<file path="config.mk">
export PLATFORM = sky130hd
export DESIGN_NAME = ia_operand_fetch
export DESIGN_NICKNAME = d
export VERILOG_FILES = /design/src/rtl/ia_operand_fetch_pkg.sv /design/src/rtl/ia_sext.sv /design/src/rtl/ia_operand_fetch.sv
export SDC_FILE = /design/constraint.sdc
export NUM_CORES = 1
export LEC_CHECK = 0
export BUFFER_PORTS_ARGS = -buffer_cell sky130_fd_sc_hd__buf_4
export CAP_MARGIN = 15
export CORE_UTILIZATION = 53
export DETAILED_ROUTE_END_ITERATION = 8
export GPL_TIMING_DRIVEN = 1
export PLACE_DENSITY = 0.88
export SETUP_SLACK_MARGIN = 0.02
export SLEW_MARGIN = 0
export SYNTH_ARGS = -nofsm -noshare
export SYNTH_HDL_FRONTEND = slang
export SYNTH_SLANG_ARGS = --single-unit
</file>
<file path="constraint.sdc">
create_clock -name clk -period 5.45 [get_ports clk]
set_clock_uncertainty 0.05 [all_clocks]
set_input_delay 0.8175 -clock clk [delete_from_list [all_inputs] [get_ports clk]]
set_output_delay 0.8175 -clock clk [all_outputs]
set_load 0.02 [all_outputs]
</file>
<file path="src/rtl/ia_operand_fetch_pkg.sv">
// Shared types for the operand-fetch stage: opcodes, tagged u32 operands,
// the fetch FSM encoding and the resolved instruction bundle.
package Operation_pkg;

  localparam int address_u32_bits = 10;

  typedef logic [address_u32_bits-1:0] address_u32_t;

  // MSB set means the value field is an immediate, clear means an address.
  typedef struct packed {
    logic         immediate;
    address_u32_t value;
  } ia_u32_t;

  typedef enum logic [2:0] {
    AgtB = 3'd0,
    AgeB = 3'd1,
    AltB = 3'd2,
    AleB = 3'd3,
    AeqB = 3'd4,
    AneB = 3'd5
  } compareOperation_t;

  typedef enum logic [2:0] {
    IDLE = 3'd0,
    RD_A = 3'd1,
    RD_B = 3'd2,
    CAP  = 3'd3,
    OUT  = 3'd4
  } fetch_state_t;

  typedef struct packed {
    compareOperation_t op;
    logic [31:0]       a;
    logic [31:0]       b;
    address_u32_t      dst;
  } resolved_instr_t;

  function automatic logic signed [31:0] sext_ia_u32(ia_u32_t x);
    return 32'(signed'(x.value));
  endfunction

endpackage

</file>
<file path="src/rtl/ia_sext.sv">
// Combinational sign-extender for an immediate value field.
module ia_sext
  import Operation_pkg::*;
#(
  parameter int ADDR_BITS = address_u32_bits
) (
  input  logic [ADDR_BITS-1:0] value_i,
  output logic [31:0]          value_o
);

  assign value_o = {{(32-ADDR_BITS){value_i[ADDR_BITS-1]}}, value_i};

endmodule

</file>
<file path="src/rtl/ia_operand_fetch.sv">
// Operand-fetch stage: resolves immediate/address operands to 32-bit values
// through one synchronous read port and hands {op, a, b, dst} downstream.
module ia_operand_fetch
  import Operation_pkg::*;
#(
  parameter int ADDR_BITS = address_u32_bits
) (
  input  logic                 clk,
  input  logic                 rst_n,
  input  logic                 in_valid,
  output logic                 in_ready,
  input  compareOperation_t    in_op,
  input  logic [ADDR_BITS:0]   in_a,
  input  logic [ADDR_BITS:0]   in_b,
  input  logic [ADDR_BITS-1:0] in_dst,
  output logic                 rd_en,
  output logic [ADDR_BITS-1:0] rd_addr,
  input  logic [31:0]          rd_data,
  output logic                 out_valid,
  input  logic                 out_ready,
  output compareOperation_t    out_op,
  output logic [ADDR_BITS-1:0] out_dst,
  output logic [31:0]          out_a,
  output logic [31:0]          out_b,
  output fetch_state_t         dbg_state
);

  // Handshakes: a transfer happens on a rising edge where valid & ready are
  // both high; valid never waits on ready, and the producer holds its payload
  // stable while valid is high and ready is low.

  fetch_state_t          state_q, state_d;
  resolved_instr_t       instr_q, instr_d;
  logic [ADDR_BITS-1:0]  a_addr_q, a_addr_d;
  logic [ADDR_BITS-1:0]  b_addr_q, b_addr_d;
  logic                  a_is_addr_q, a_is_addr_d;
  logic                  b_is_addr_q, b_is_addr_d;

  logic [31:0]           a_sext;
  logic [31:0]           b_sext;
  logic                  accept;

  ia_sext #(.ADDR_BITS(ADDR_BITS)) u_sext_a (
    .value_i (in_a[ADDR_BITS-1:0]),
    .value_o (a_sext)
  );

  ia_sext #(.ADDR_BITS(ADDR_BITS)) u_sext_b (
    .value_i (in_b[ADDR_BITS-1:0]),
    .value_o (b_sext)
  );

  assign in_ready = (state_q == IDLE) || ((state_q == OUT) && out_ready);
  assign accept   = in_valid && in_ready;

  always_comb begin
    state_d     = state_q;
    instr_d     = instr_q;
    a_addr_d    = a_addr_q;
    b_addr_d    = b_addr_q;
    a_is_addr_d = a_is_addr_q;
    b_is_addr_d = b_is_addr_q;
    rd_en       = 1'b0;
    rd_addr     = '0;

    unique case (state_q)
      IDLE: begin
      end
      RD_A: begin
        rd_en   = 1'b1;
        rd_addr = a_addr_q;
        state_d = b_is_addr_q ? RD_B : CAP;
      end
      RD_B: begin
        rd_en   = 1'b1;
        rd_addr = b_addr_q;
        // The A read issued last cycle returns while B is being requested.
        if (a_is_addr_q) instr_d.a = rd_data;
        state_d = CAP;
      end
      CAP: begin
        if (b_is_addr_q) instr_d.b = rd_data;
        else             instr_d.a = rd_data;
        state_d = OUT;
      end
      OUT: begin
        if (out_ready) state_d = IDLE;
      end
      default: state_d = IDLE;
    endcase

    // Accept overrides the OUT->IDLE exit so back-to-back issue has no bubble.
    if (accept) begin
      instr_d.op  = in_op;
      instr_d.a   = in_a[ADDR_BITS] ? a_sext : '0;
      instr_d.b   = in_b[ADDR_BITS] ? b_sext : '0;
      // dst is zero-extended into the bundle; ADDR_BITS must not exceed it.
      instr_d.dst = address_u32_t'(in_dst);
      a_addr_d    = in_a[ADDR_BITS-1:0];
      b_addr_d    = in_b[ADDR_BITS-1:0];
      a_is_addr_d = !in_a[ADDR_BITS];
      b_is_addr_d = !in_b[ADDR_BITS];
      if (!in_a[ADDR_BITS])      state_d = RD_A;
      else if (!in_b[ADDR_BITS]) state_d = RD_B;
      else                       state_d = OUT;
    end
  end

  always_ff @(posedge clk or negedge rst_n) begin
    if (!rst_n) begin
      state_q     <= IDLE;
      instr_q     <= '0;
      a_addr_q    <= '0;
      b_addr_q    <= '0;
      a_is_addr_q <= 1'b0;
      b_is_addr_q <= 1'b0;
    end else begin
      state_q     <= state_d;
      instr_q     <= instr_d;
      a_addr_q    <= a_addr_d;
      b_addr_q    <= b_addr_d;
      a_is_addr_q <= a_is_addr_d;
      b_is_addr_q <= b_is_addr_d;
    end
  end

  assign out_valid = (state_q == OUT);
  assign out_op    = instr_q.op;
  assign out_a     = instr_q.a;
  assign out_b     = instr_q.b;
  assign out_dst   = instr_q.dst[ADDR_BITS-1:0];
  assign dbg_state = state_q;

endmodule

</file>
==> summary.txt, run 1 <==
Flow run
  • Number of max-cap violations: 0

Worst setup path
  • Data required time at the worst endpoint: ~4600 ps
  • Crit path max fanout: 12
  • Kind of critical path: flop to output port
  • Reg-to-Reg Start: dbg_state[2]
  • Type of element capturing the critical path: output port
  • Data arrival at the endpoint of the critical path: ~2300 ps
  • Worst setup slack for register-to-register paths: approximately 2600 ps
  • Startpoint type of the worst setup path: flop
  • Crit-path max cell delay: approximately 760 ps
  • Cells along the critical path: nor2b_1 > a22oi_1 > nor2_1 > buf_4
  • Cell with the largest stage delay on the worst path: nor2b_1
  • Worst reg2reg path endpoint: out_a[29]
  • R2R depth: 4

STA
  • Accumulated negative setup slack: 0 ps
  • Maximum clock frequency: between 300 and 400 MHz
  • Final period demand of the worst path: ~3100 ps
  • Relative slew slack: between 20 and 30%
  • Total count of hold-check failures in the final report: 0
  • Least-Margin Pin Slew: 1070 ps
  • Final setup violation count: 0
  • Unrepaired setup endpoints after global routing: no
  • Fraction of the cycle the final worst path needs: between 50% and 60%
  • Pins over their slew limit: 0

Synthesis
  • Mean cell area of the mapped netlist: about 11 um^2
  • Seq/Total Area, Yosys: a little under three fifths
  • Top cells by area, synth: dfrtp_1, mux2i_1, mux2_2, a21oi_1, nand2_1
  • Synth Warn #: 0
  • Proportion of netlist area held by the largest area contributor: between 50% and 60%
  • Top flip-flop cell by instance count after synthesis: dfrtp_1
  • Post-synthesis cell type count: 28
  • Synthesized area: between 0.004 and 0.005 mm^2
  • Synth area leader: dfrtp_1
  • Syn Inst Count: 398
  • EDFF count, synth: 0
  • Net count of the mapped netlist: 469
  • Number of synthesized register bits: slightly above 100
  • Share of flip-flops with an asynchronous set or reset after synthesis: 100%

Route
  • Total vias in the final route: approximately 3700
  • Number of remaining DRC errors: 0
  • Detailed Route Iter0 Violations: 225
  • Met3 Wirelength: 1.07 mm
  • Detail-routed via count per cell: about 5.7
  • WL/cell: 18.0 um
  • Number of nets with antenna violations after routing: 0
  • Met2 WL: ~6 mm
  • Number of detailed-routing iterations run before antenna repair: 5
  • Met1 wire length: 4.47 mm
  • Top routing layer used: met4
  • Routed Wire Length: approximately 12 mm

Global route
  • Vias in the first global route: ~3600
  • Maximum number of pins on one net before global-route repair: 73
  • Total global routing overflow: 0
  • Wire length of the first global-routing pass: approximately 18 mm
  • Global-route total usage across every layer: ~27%
  • Number of antenna violations at the first check in global routing: 0

Clocking
  • TritonCTS clock tree: done
  • Clock edge transition at the registers on the reported setup and hold paths: 110 ps
  • Quantity of hold-fixing buffers added after cts: 0
  • Clock root buffer: clkbuf_8
  • H-tree level count: 3
  • Post-CTS setup buffer count: 0
  • Resized Gates After CTS: 0
  • Total CTS buffers: 9
  • Number of sinks on the clock net: around 100
  • Clock insertion delay at the later pin of the skew report: roughly 350 ps
  • Number of buffers between clock root and the deepest sink: 2

Cells and area
  • Share of layout cells above drive strength 1: about two fifths
  • Layout area overhead: 31.3%
  • Filler-free cell count of the finished design: between 600 and 700
  • Post-route cell area: between 0.005 and 0.006 mm^2
  • Number of inserted diodes: 0
  • Count of nets after finishing: slightly above 600

Power
  • Int Pwr: 0.00231 W
  • Sw Pwr: between 0.0015 and 0.002 W
  • Worst IR Drop VDD: ~0.00036 V
  • Switching fraction of total power: 42.5%
  • Power density over cell area: between 600 and 700 mW/mm^2
  • Logic gate share of total power: 53.0%
  • Share of power burned in registers: a little over a third
  • Clock power frac: roughly 12%
  • Lkg Pwr: around 3.0 nW

Run status
  • Outcome: finished, final reports clean

Die
  • Number of top-level pins: 164
  • Starting Density: a little over half
  • Die Wd: roughly 94 um
  • Die area: 0.00883 mm^2
  • Core Footprint: 0.00822 mm^2
  • Die Y: 93.9 um
  • Row count: 33

Hold path
  • Tightest Hold Check Type: input port to async pin

Placement
  • Count of port buffers added during placement: 163
  • Sum of net half-perimeters after detailed placement: 8.10 mm
  • Gpl congestion: between 0.8 and 0.9
  • Cell area reported after detailed placement: approximately 0.0057 mm^2
  • Instance count after placement with tap cells included: between 600 and 700
## per-layer routing
metal  vias up  GRT usage, %
li1       1689             -
met3        23          6.55
met2       190          44.5
met1      1810          35.2
met4         0          8.33
met5         -             0
## synth_stat cells (2+ instances only)
master and instances:
buf_2 11, clkbuf_1 15, dfrtp_1 102, nand2_1 67, a21oi_2 2, a21oi_1 52, nor2b_1 6, a22oi_1 10
buf_6 9, nor3_1 2, mux2i_1 32, mux2_4 7, mux2_2 26, a31oi_1 33, nor2_1 11
## critical path, delay by kind of cell (launching register included)
family          cells  cell delay, ps
compound gates      1             210
simple gates        2             950
buf+inv             1             170
flops               1             560
## power groups by stage
stage / registers (W) / logic (W) / clock network (W)
global placement: 0.00141 / 0.00206 / 0
detailed placement: 0.00143 / 0.00212 / 0
floorplan: 0.00173 / 0.000991 / 0
finish: 0.00142 / 0.00213 / 0.000463
CTS: 0.00142 / 0.00213 / 0.000470
global route: 0.00147 / 0.00228 / 0.000498
## how the worst max path moves through the flow
stage / startpoint / endpoint / slack [ps] / cells after the start
5_1_grt: dbg_state[0] / rd_addr[5] / 2240 / 4
3_3_place_gp: out_ready / out_a[11] / 2520 / 5
4_1_cts: dbg_state[0] / rd_addr[5] / 2370 / 4
2_1_floorplan: dbg_state[1] / rd_addr[0] / 2950 / 5
3_5_place_dp: out_ready / out_a[14] / 2460 / 5
6_report: dbg_state[0] / rd_addr[5] / 2330 / 4
## sequential cells by signal, summed over array words and instances, names as in the netlist
signal,flops
a_addr_q,10
out_b,32
out_a,32
out_op,3
b_is_addr_q,1
b_addr_q,10
dbg_state,3
a_is_addr_q,1
out_dst,10
## layout make-up
| cell class | instances | area [um^2] |
|---|---|---|
| Clock inverter | 7 | 67.6 |
| Inverter | 1 | 3.75 |
| Fill cell | 590 | 2330 |
| Clock buffer | 9 | 124 |
| Timing Repair Buffer | 168 | 1280 |
| Sequential cell | 102 | 2550 |
| Tap cell | 105 | 131 |
| Multi-Input combinational cell | 260 | 1730 |
## through the flow
stage                     setup slack, ps  hold WS, ps  util (%)  total power, W
after floorplan                      2950          392         -         0.00272
after global placement               2520          410      69.0         0.00347
after detailed placement             2460          419      69.0         0.00355
after CTS                            2370          310      71.3         0.00402
after global routing                 2240          328      71.6         0.00425
final                                2330          303      71.6         0.00401
## placed cells by master (no fill, tap or decap), types with 9 or more instances in the layout
cell        n
a21oi_1    52
nand2_1    67
nor2_1     11
clkbuf_8    9
mux2_2     26
dfrtp_1   102
mux2i_1    32
a22oi_1    10
a31oi_1    33
buf_4     167
## kinds of logic after synthesis
| family | Yosys count | synth area share, % |
|---|---|---|
| AO/OA/AOI/OAI | 104 | 13.6 |
| flip-flops | 102 | 57.0 |
| AND/OR/NAND/NOR | 91 | 8.55 |
| buffers and inverters | 36 | 4.83 |
| multiplexers | 65 | 16.0 |
Note: power is estimated with default switching activity, not from simulation.
==> run 2: changes to the inputs <==
--- a/config.mk
+++ b/config.mk
@@ -7,10 +7,10 @@
 export LEC_CHECK = 0
 export BUFFER_PORTS_ARGS = -buffer_cell sky130_fd_sc_hd__buf_4
 export CAP_MARGIN = 15
-export CORE_UTILIZATION = 53
+export CORE_UTILIZATION = 49
 export DETAILED_ROUTE_END_ITERATION = 8
 export GPL_TIMING_DRIVEN = 1
-export PLACE_DENSITY = 0.88
+export PLACE_DENSITY = 0.82
 export SETUP_SLACK_MARGIN = 0.02
 export SLEW_MARGIN = 0
 export SYNTH_ARGS = -nofsm -noshare
==> constraint.sdc (replaced) <==
create_clock -name clk -period 2.9 [get_ports clk]
set_clock_uncertainty 0.05 [all_clocks]
set_input_delay 0.435 -clock clk [delete_from_list [all_inputs] [get_ports clk]]
set_output_delay 0.435 -clock clk [all_outputs]
set_load 0.02 [all_outputs]
==> run 2 against run 1 <==
Compared with the run above:
- via count decreased by 1.7%
- clock power increased by 84%
- sequential share of layout area decreased by 0.37 points
- the run now ends with DRC left
- critical path depth unchanged
- largest power group unchanged
- design area increased by 0.87%
- combinational power increased by 88%
- largest cell class unchanged
- sequential power increased by 89%
==> summary.txt, run 2 (synthesis gave the netlist of run 1 again) <==
Clocking
  • Resized Gates After CTS: 0
  • Clock edge transition at the registers on the reported setup and hold paths: between 100 and 150 ps
  • Number of sinks on the clock net: 102
  • H-tree level count: 3
  • Clock insertion delay at the later pin of the skew report: ~370 ps
  • Post-CTS setup buffer count: 0
  • Number of buffers between clock root and the deepest sink: 2
  • Total CTS buffers: 9
  • Clock root buffer: clkbuf_8
  • TritonCTS clock tree: done
  • Quantity of hold-fixing buffers added after cts: 0

Placement
  • Count of port buffers added during placement: 163
  • Sum of net half-perimeters after detailed placement: 8.42 mm
  • Gpl congestion: around 0.84

Hold path
  • Tightest Hold Check Type: input port to async pin

Global route
  • Number of antenna violations at the first check in global routing: 0
  • Global-route total usage across every layer: about a quarter
  • Maximum number of pins on one net before global-route repair: 62
  • Wire length of the first global-routing pass: roughly 18 mm
  • Total global routing overflow: 0
  • Vias in the first global route: approximately 3600

Die
  • Row count: 34
  • Core Footprint: 0.00881 mm^2
  • Die Y: around 98 um
  • Number of top-level pins: 164
  • Die area: about 0.0095 mm^2
  • Starting Density: about half
  • Die Wd: between 90 and 100 um

STA
  • Least-Margin Pin Slew: about 840 ps
  • Pins over their slew limit: 0
  • Final setup violation count: 0
  • Unrepaired setup endpoints after global routing: no
  • Maximum clock frequency: between 300 and 400 MHz
  • Worst hold slack after final layout: between 30 and 40 ps
  • Fraction of the cycle the final worst path needs: between 90% and 100%
  • Accumulated negative setup slack: 0 ps
  • Total count of hold-check failures in the final report: 0
  • Final period demand of the worst path: between 2000 and 3000 ps
  • Relative slew slack: 43.7%

Route
  • Detail-routed via count per cell: 5.52
  • Number of detailed-routing iterations run before antenna repair: 7
  • Number of remaining DRC errors: 22
  • WL/cell: between 15 and 20 um
  • Routed Wire Length: approximately 12 mm
  • Total vias in the final route: between 3000 and 4000
  • Number of nets with antenna violations after routing: 0
  • Detailed Route Iter0 Violations: between 200 and 250

Worst setup path
  • Crit-path max cell delay: around 730 ps
  • Cell with the largest stage delay on the worst path: nor2b_1
  • Buffering stage count on the worst path with inverters included: 1
  • Startpoint type of the worst setup path: flop
  • Worst setup slack for register-to-register paths: 520 ps
  • Data required time at the worst endpoint: about 2400 ps
  • Type of element capturing the critical path: output port
  • Kind of critical path: flop to output port
  • Crit path max fanout: 12
  • Worst reg2reg path endpoint: out_dst[6]
  • Data arrival at the endpoint of the critical path: 2140 ps
  • R2R depth: 4
  • Largest delay share family, worst path: simple AND/OR/NAND/NOR gates
  • Reg-to-Reg Start: dbg_state[2]
  • Cells along the critical path: nor2b_1 > a22oi_1 > nor2_1 > buf_4

Cells and area
  • Top library cells by usage in the layout, fill and taps aside: buf_4, dfrtp_1, nand2_1, a21oi_1, a31oi_1
  • FF+latch area: 0.00255 mm^2
  • Fin util: between 60% and 70%
  • Number of inserted diodes: 0
  • Filler instances: between 600 and 700
  • Layout area overhead: 32.5%
  • Leading cell type in the layout, fill and taps excluded: buf_4
  • Area occupied by multi-input gates: roughly 0.0017 mm^2
  • Count of nets after finishing: a little over 600
  • Share of layout cells above drive strength 1: between 40% and 50%

Power
  • Clock power frac: ~11%
  • Int Pwr: between 0.004 and 0.005 W
  • Worst IR Drop VDD: roughly 0.00063 V
  • Logic gate share of total power: ~53%
  • Share of power burned in registers: 35.7%
  • Power density over cell area: between 1000 and 1500 mW/mm^2
  • Lkg Pwr: 2.99 nW
  • Switching fraction of total power: a little over two fifths
  • Sw Pwr: around 0.0032 W

Run status
  • Violated checks: DRC
  • Outcome: finished, violations left

Flow run
  • Number of max-cap violations: 0
[run 2: layout make-up]
| class | count | area share [%] |
|---|---|---|
| sequential | 102 | 43.0 |
| inverter | 1 | 0.0632 |
| clock inverter | 7 | 1.05 |
| multi-input combinational | 260 | 29.1 |
| timing repair buffer | 174 | 22.4 |
| clock buffer | 9 | 2.09 |
| tap | 108 | 2.28 |
[run 2: worst max path at each step]
stage                       from    endpoint  slack [ps]  cells past startpoint
CTS                 dbg_state[0]  rd_addr[4]         270                      4
floorplan           dbg_state[1]  rd_addr[0]         780                      5
global placement    dbg_state[2]  out_dst[8]         620                      4
finish              dbg_state[0]  rd_addr[0]         270                      4
detailed placement  dbg_state[2]  out_dst[6]         550                      4
global route        dbg_state[0]  rd_addr[1]          90                      4
[run 2: stage by stage]
step,std cells,power [W],area [um^2],worst slack (ps)
floorplan,398,0.00512,4480,781
global placement,645,0.00661,5750,623
detailed placement,645,0.00675,5750,554
global route,661,0.00800,5940,89.9
CTS,661,0.00759,5940,267
finish,661,0.00755,5940,273
[run 2: worst reg2reg max path, cell delays in order (launching register included)]
cell and delay (ps):
dfrtp_1 590, nor2b_4 240, or4b_4 700, buf_4 350
mux2_4 340
[run 2: power by group through the flow]
stage	clock network [W]	registers, W	logic (W)
5_1_grt	0.000921	0.00278	0.00430
6_report	0.000850	0.00269	0.00401
3_5_place_dp	0	0.00271	0.00403
4_1_cts	0.000870	0.00270	0.00403
2_1_floorplan	0	0.00326	0.00186
3_3_place_gp	0	0.00269	0.00392
[run 2: routing by layer]
metal / share of wire [%] / track usage (%)
met5: 0 / 0
met3: 7.4 / 8.20
met1: 40 / 31.0
met2: 51 / 41.5
met4: 1.7 / 8.16
==> run 3: changes to the inputs <==
--- a/config.mk
+++ b/config.mk
@@ -11,8 +11,10 @@
 export DETAILED_ROUTE_END_ITERATION = 8
 export GPL_TIMING_DRIVEN = 1
 export PLACE_DENSITY = 0.82
+export REMOVE_ABC_BUFFERS = 1
 export SETUP_SLACK_MARGIN = 0.02
-export SLEW_MARGIN = 0
+export SKIP_LAST_GASP = 1
+export SLEW_MARGIN = 20
 export SYNTH_ARGS = -nofsm -noshare
 export SYNTH_HDL_FRONTEND = slang
 export SYNTH_SLANG_ARGS = --single-unit
==> run 3 against run 2 <==
Compared with the run above:
- the flow still finishes with violations (DRC)
- clock power shrank 0.5%
- clock-buffer cell count increased by 5
- flip-flop and latch count unchanged
- sequential power hardly changed
- core utilization up 0.41 points
- first-iteration DRC count is 18% lower
- die area stayed put
- register-to-register slack better by 80 ps
- sequential share of layout area down 0.26 points
- total power increased by 0.27%
- via count is 1.5% higher
- non-clock buffer count up 2
- largest power group unchanged
- highest routed layer unchanged
==> summary.txt, run 3 (synthesis gave the netlist of run 1 again) <==
Route
  • Number of detailed-routing iterations run before antenna repair: 7
  • Routed Wire Length: ~11 mm
  • WL/cell: roughly 17 um
  • Total vias in the final route: approximately 3700
  • Detailed Route Iter0 Violations: around 200
  • Number of remaining DRC errors: 22
  • Detail-routed via count per cell: approximately 5.6
  • Number of nets with antenna violations after routing: 0

Power
  • Clock power frac: about 11%
  • Int Pwr: 0.00446 W
  • Sw Pwr: 0.00312 W
  • Switching fraction of total power: between 40 and 50%
  • Lkg Pwr: 3.00 nW
  • Logic gate share of total power: 53.7%
  • Share of power burned in registers: about a third
  • Power density over cell area: between 1000 and 1500 mW/mm^2
  • Worst IR Drop VDD: ~0.00065 V

Cells and area
  • Fin util: 67.8%
  • Leading cell type in the layout, fill and taps excluded: buf_4
  • Share of layout cells above drive strength 1: around two fifths
  • Layout area overhead: 33.3%
  • Filler instances: 660
  • Number of inserted diodes: 0
  • Area occupied by multi-input gates: between 0.0015 and 0.002 mm^2
  • FF+latch area: roughly 0.0026 mm^2
  • Top library cells by usage in the layout, fill and taps aside: buf_4, dfrtp_1, nand2_1, a21oi_1, a31oi_1
  • Count of nets after finishing: 621

Die
  • Die Wd: 97.6 um
  • Starting Density: 50.9%
  • Row count: 34
  • Die area: 0.00953 mm^2
  • Core Footprint: roughly 0.009 mm^2
  • Number of top-level pins: 164
  • Die Y: ~98 um

Worst setup path
  • Data required time at the worst endpoint: between 2000 and 2500 ps
  • Crit path max fanout: 12
  • Data arrival at the endpoint of the critical path: between 1500 and 2000 ps
  • Worst setup slack for register-to-register paths: 600 ps
  • Worst reg2reg path endpoint: a_addr_q[9]
  • Type of element capturing the critical path: output port
  • Reg-to-Reg Start: dbg_state[2]
  • R2R depth: 4
  • Kind of critical path: flop to output port
  • Startpoint type of the worst setup path: flop

Global route
  • Vias in the first global route: approximately 3700
  • Total global routing overflow: 0
  • Maximum number of pins on one net before global-route repair: between 60 and 70
  • Wire length of the first global-routing pass: roughly 19 mm
  • Number of antenna violations at the first check in global routing: 0
  • Global-route total usage across every layer: roughly a quarter

Clocking
  • H-tree level count: 3
  • Clock edge transition at the registers on the reported setup and hold paths: ~100 ps
  • Clock insertion delay at the later pin of the skew report: 350 ps
  • Total CTS buffers: 9
  • Number of buffers between clock root and the deepest sink: 2
  • Quantity of hold-fixing buffers added after cts: 0
  • TritonCTS clock tree: done
  • Post-CTS setup buffer count: 0
  • Resized Gates After CTS: 0
  • Number of sinks on the clock net: approximately 100
  • Clock root buffer: clkbuf_8

Placement
  • Count of port buffers added during placement: between 150 and 200
  • Pre-CTS worst setup slack: 484 ps
  • Gpl congestion: a little over 0.8
  • Sum of net half-perimeters after detailed placement: about 7.9 mm

STA
  • Unrepaired setup endpoints after global routing: no
  • Maximum clock frequency: 406 MHz
  • Pins over their slew limit: 0
  • Relative slew slack: between 60% and 70%
  • Final period demand of the worst path: 2460 ps
  • Final setup violation count: 0
  • Total count of hold-check failures in the final report: 0
  • Fraction of the cycle the final worst path needs: 85.0%
  • Least-Margin Pin Slew: around 580 ps
  • Worst setup slack after layout: 436 ps

Flow run
  • Number of max-cap violations: 0

Hold path
  • Tightest Hold Check Type: input port to async pin

Run status
  • Violated checks: DRC
  • Outcome: finished, violations left
-- run 3: cell count changes in the layout (fill, tap and decap cells not counted) --
cell	previous run	this run
clkbuf_8	9	12
clkinv_4	2	0
buf_16	0	1
clkinvlp_4	1	2
inv_8	1	0
inv_6	3	0
clkbuf_1	0	2
buf_4	172	173
-- run 3: power groups by stage --
stage	sequential, W	combinational (W)	clock, W
floorplan	0.00329	0.00176	0
global placement	0.00263	0.00394	0
detailed placement	0.00267	0.00406	0
CTS	0.00265	0.00406	0.000867
global route	0.00275	0.00437	0.000931
finish	0.00266	0.00407	0.000846
-- run 3: per-layer routing --
metal / up-vias / track usage [%] / part of all wire, %
li1: 1703 / - / -
met1: 1831 / 32.7 / 42
met4: 0 / 11.3 / 2.4
met5: - / 0 / 0
met3: 22 / 5.68 / 6.4
met2: 150 / 39.8 / 49
-- run 3: worst max path at each step --
stage	depth (start not counted)	from	slack (ps)	to
after floorplan	4	dbg_state[2]	-1210	out_b[10]
after global placement	5	dbg_state[0]	540	out_a[7]
after detailed placement	5	dbg_state[0]	480	out_a[30]
after CTS	5	dbg_state[0]	460	out_a[30]
after global routing	5	dbg_state[0]	340	rd_addr[4]
final	5	dbg_state[0]	440	rd_addr[1]
-- run 3: critical path, cell delays in order, from the launching register on --
cell	delay (ps)
dfrtp_1	560
nor2b_1	450
buf_4	240
a22oi_1	90
nor2_1	120
buf_4	160
-- run 3: metrics by stage --
step                cells  setup TNS, ps  hold slack [ps]  total power [W]  instance area [um^2]
global placement      646              0              411          0.00658                  5760
finish                663              0             17.0          0.00757                  5970
CTS                   662              0             32.2          0.00757                  5940
detailed placement    646              0              421          0.00673                  5760
global route          663              0             60.6          0.00804                  5970
floorplan             363         -98590             89.4          0.00506                  4270
-- run 3: layout make-up --
class	count	area share, %
clock buffer	14	2.89
clock inverter	2	0.251
inverter	1	0.0629
multi-input combinational	260	28.9
sequential	102	42.7
tap	108	2.26
timing repair buffer	176	22.9
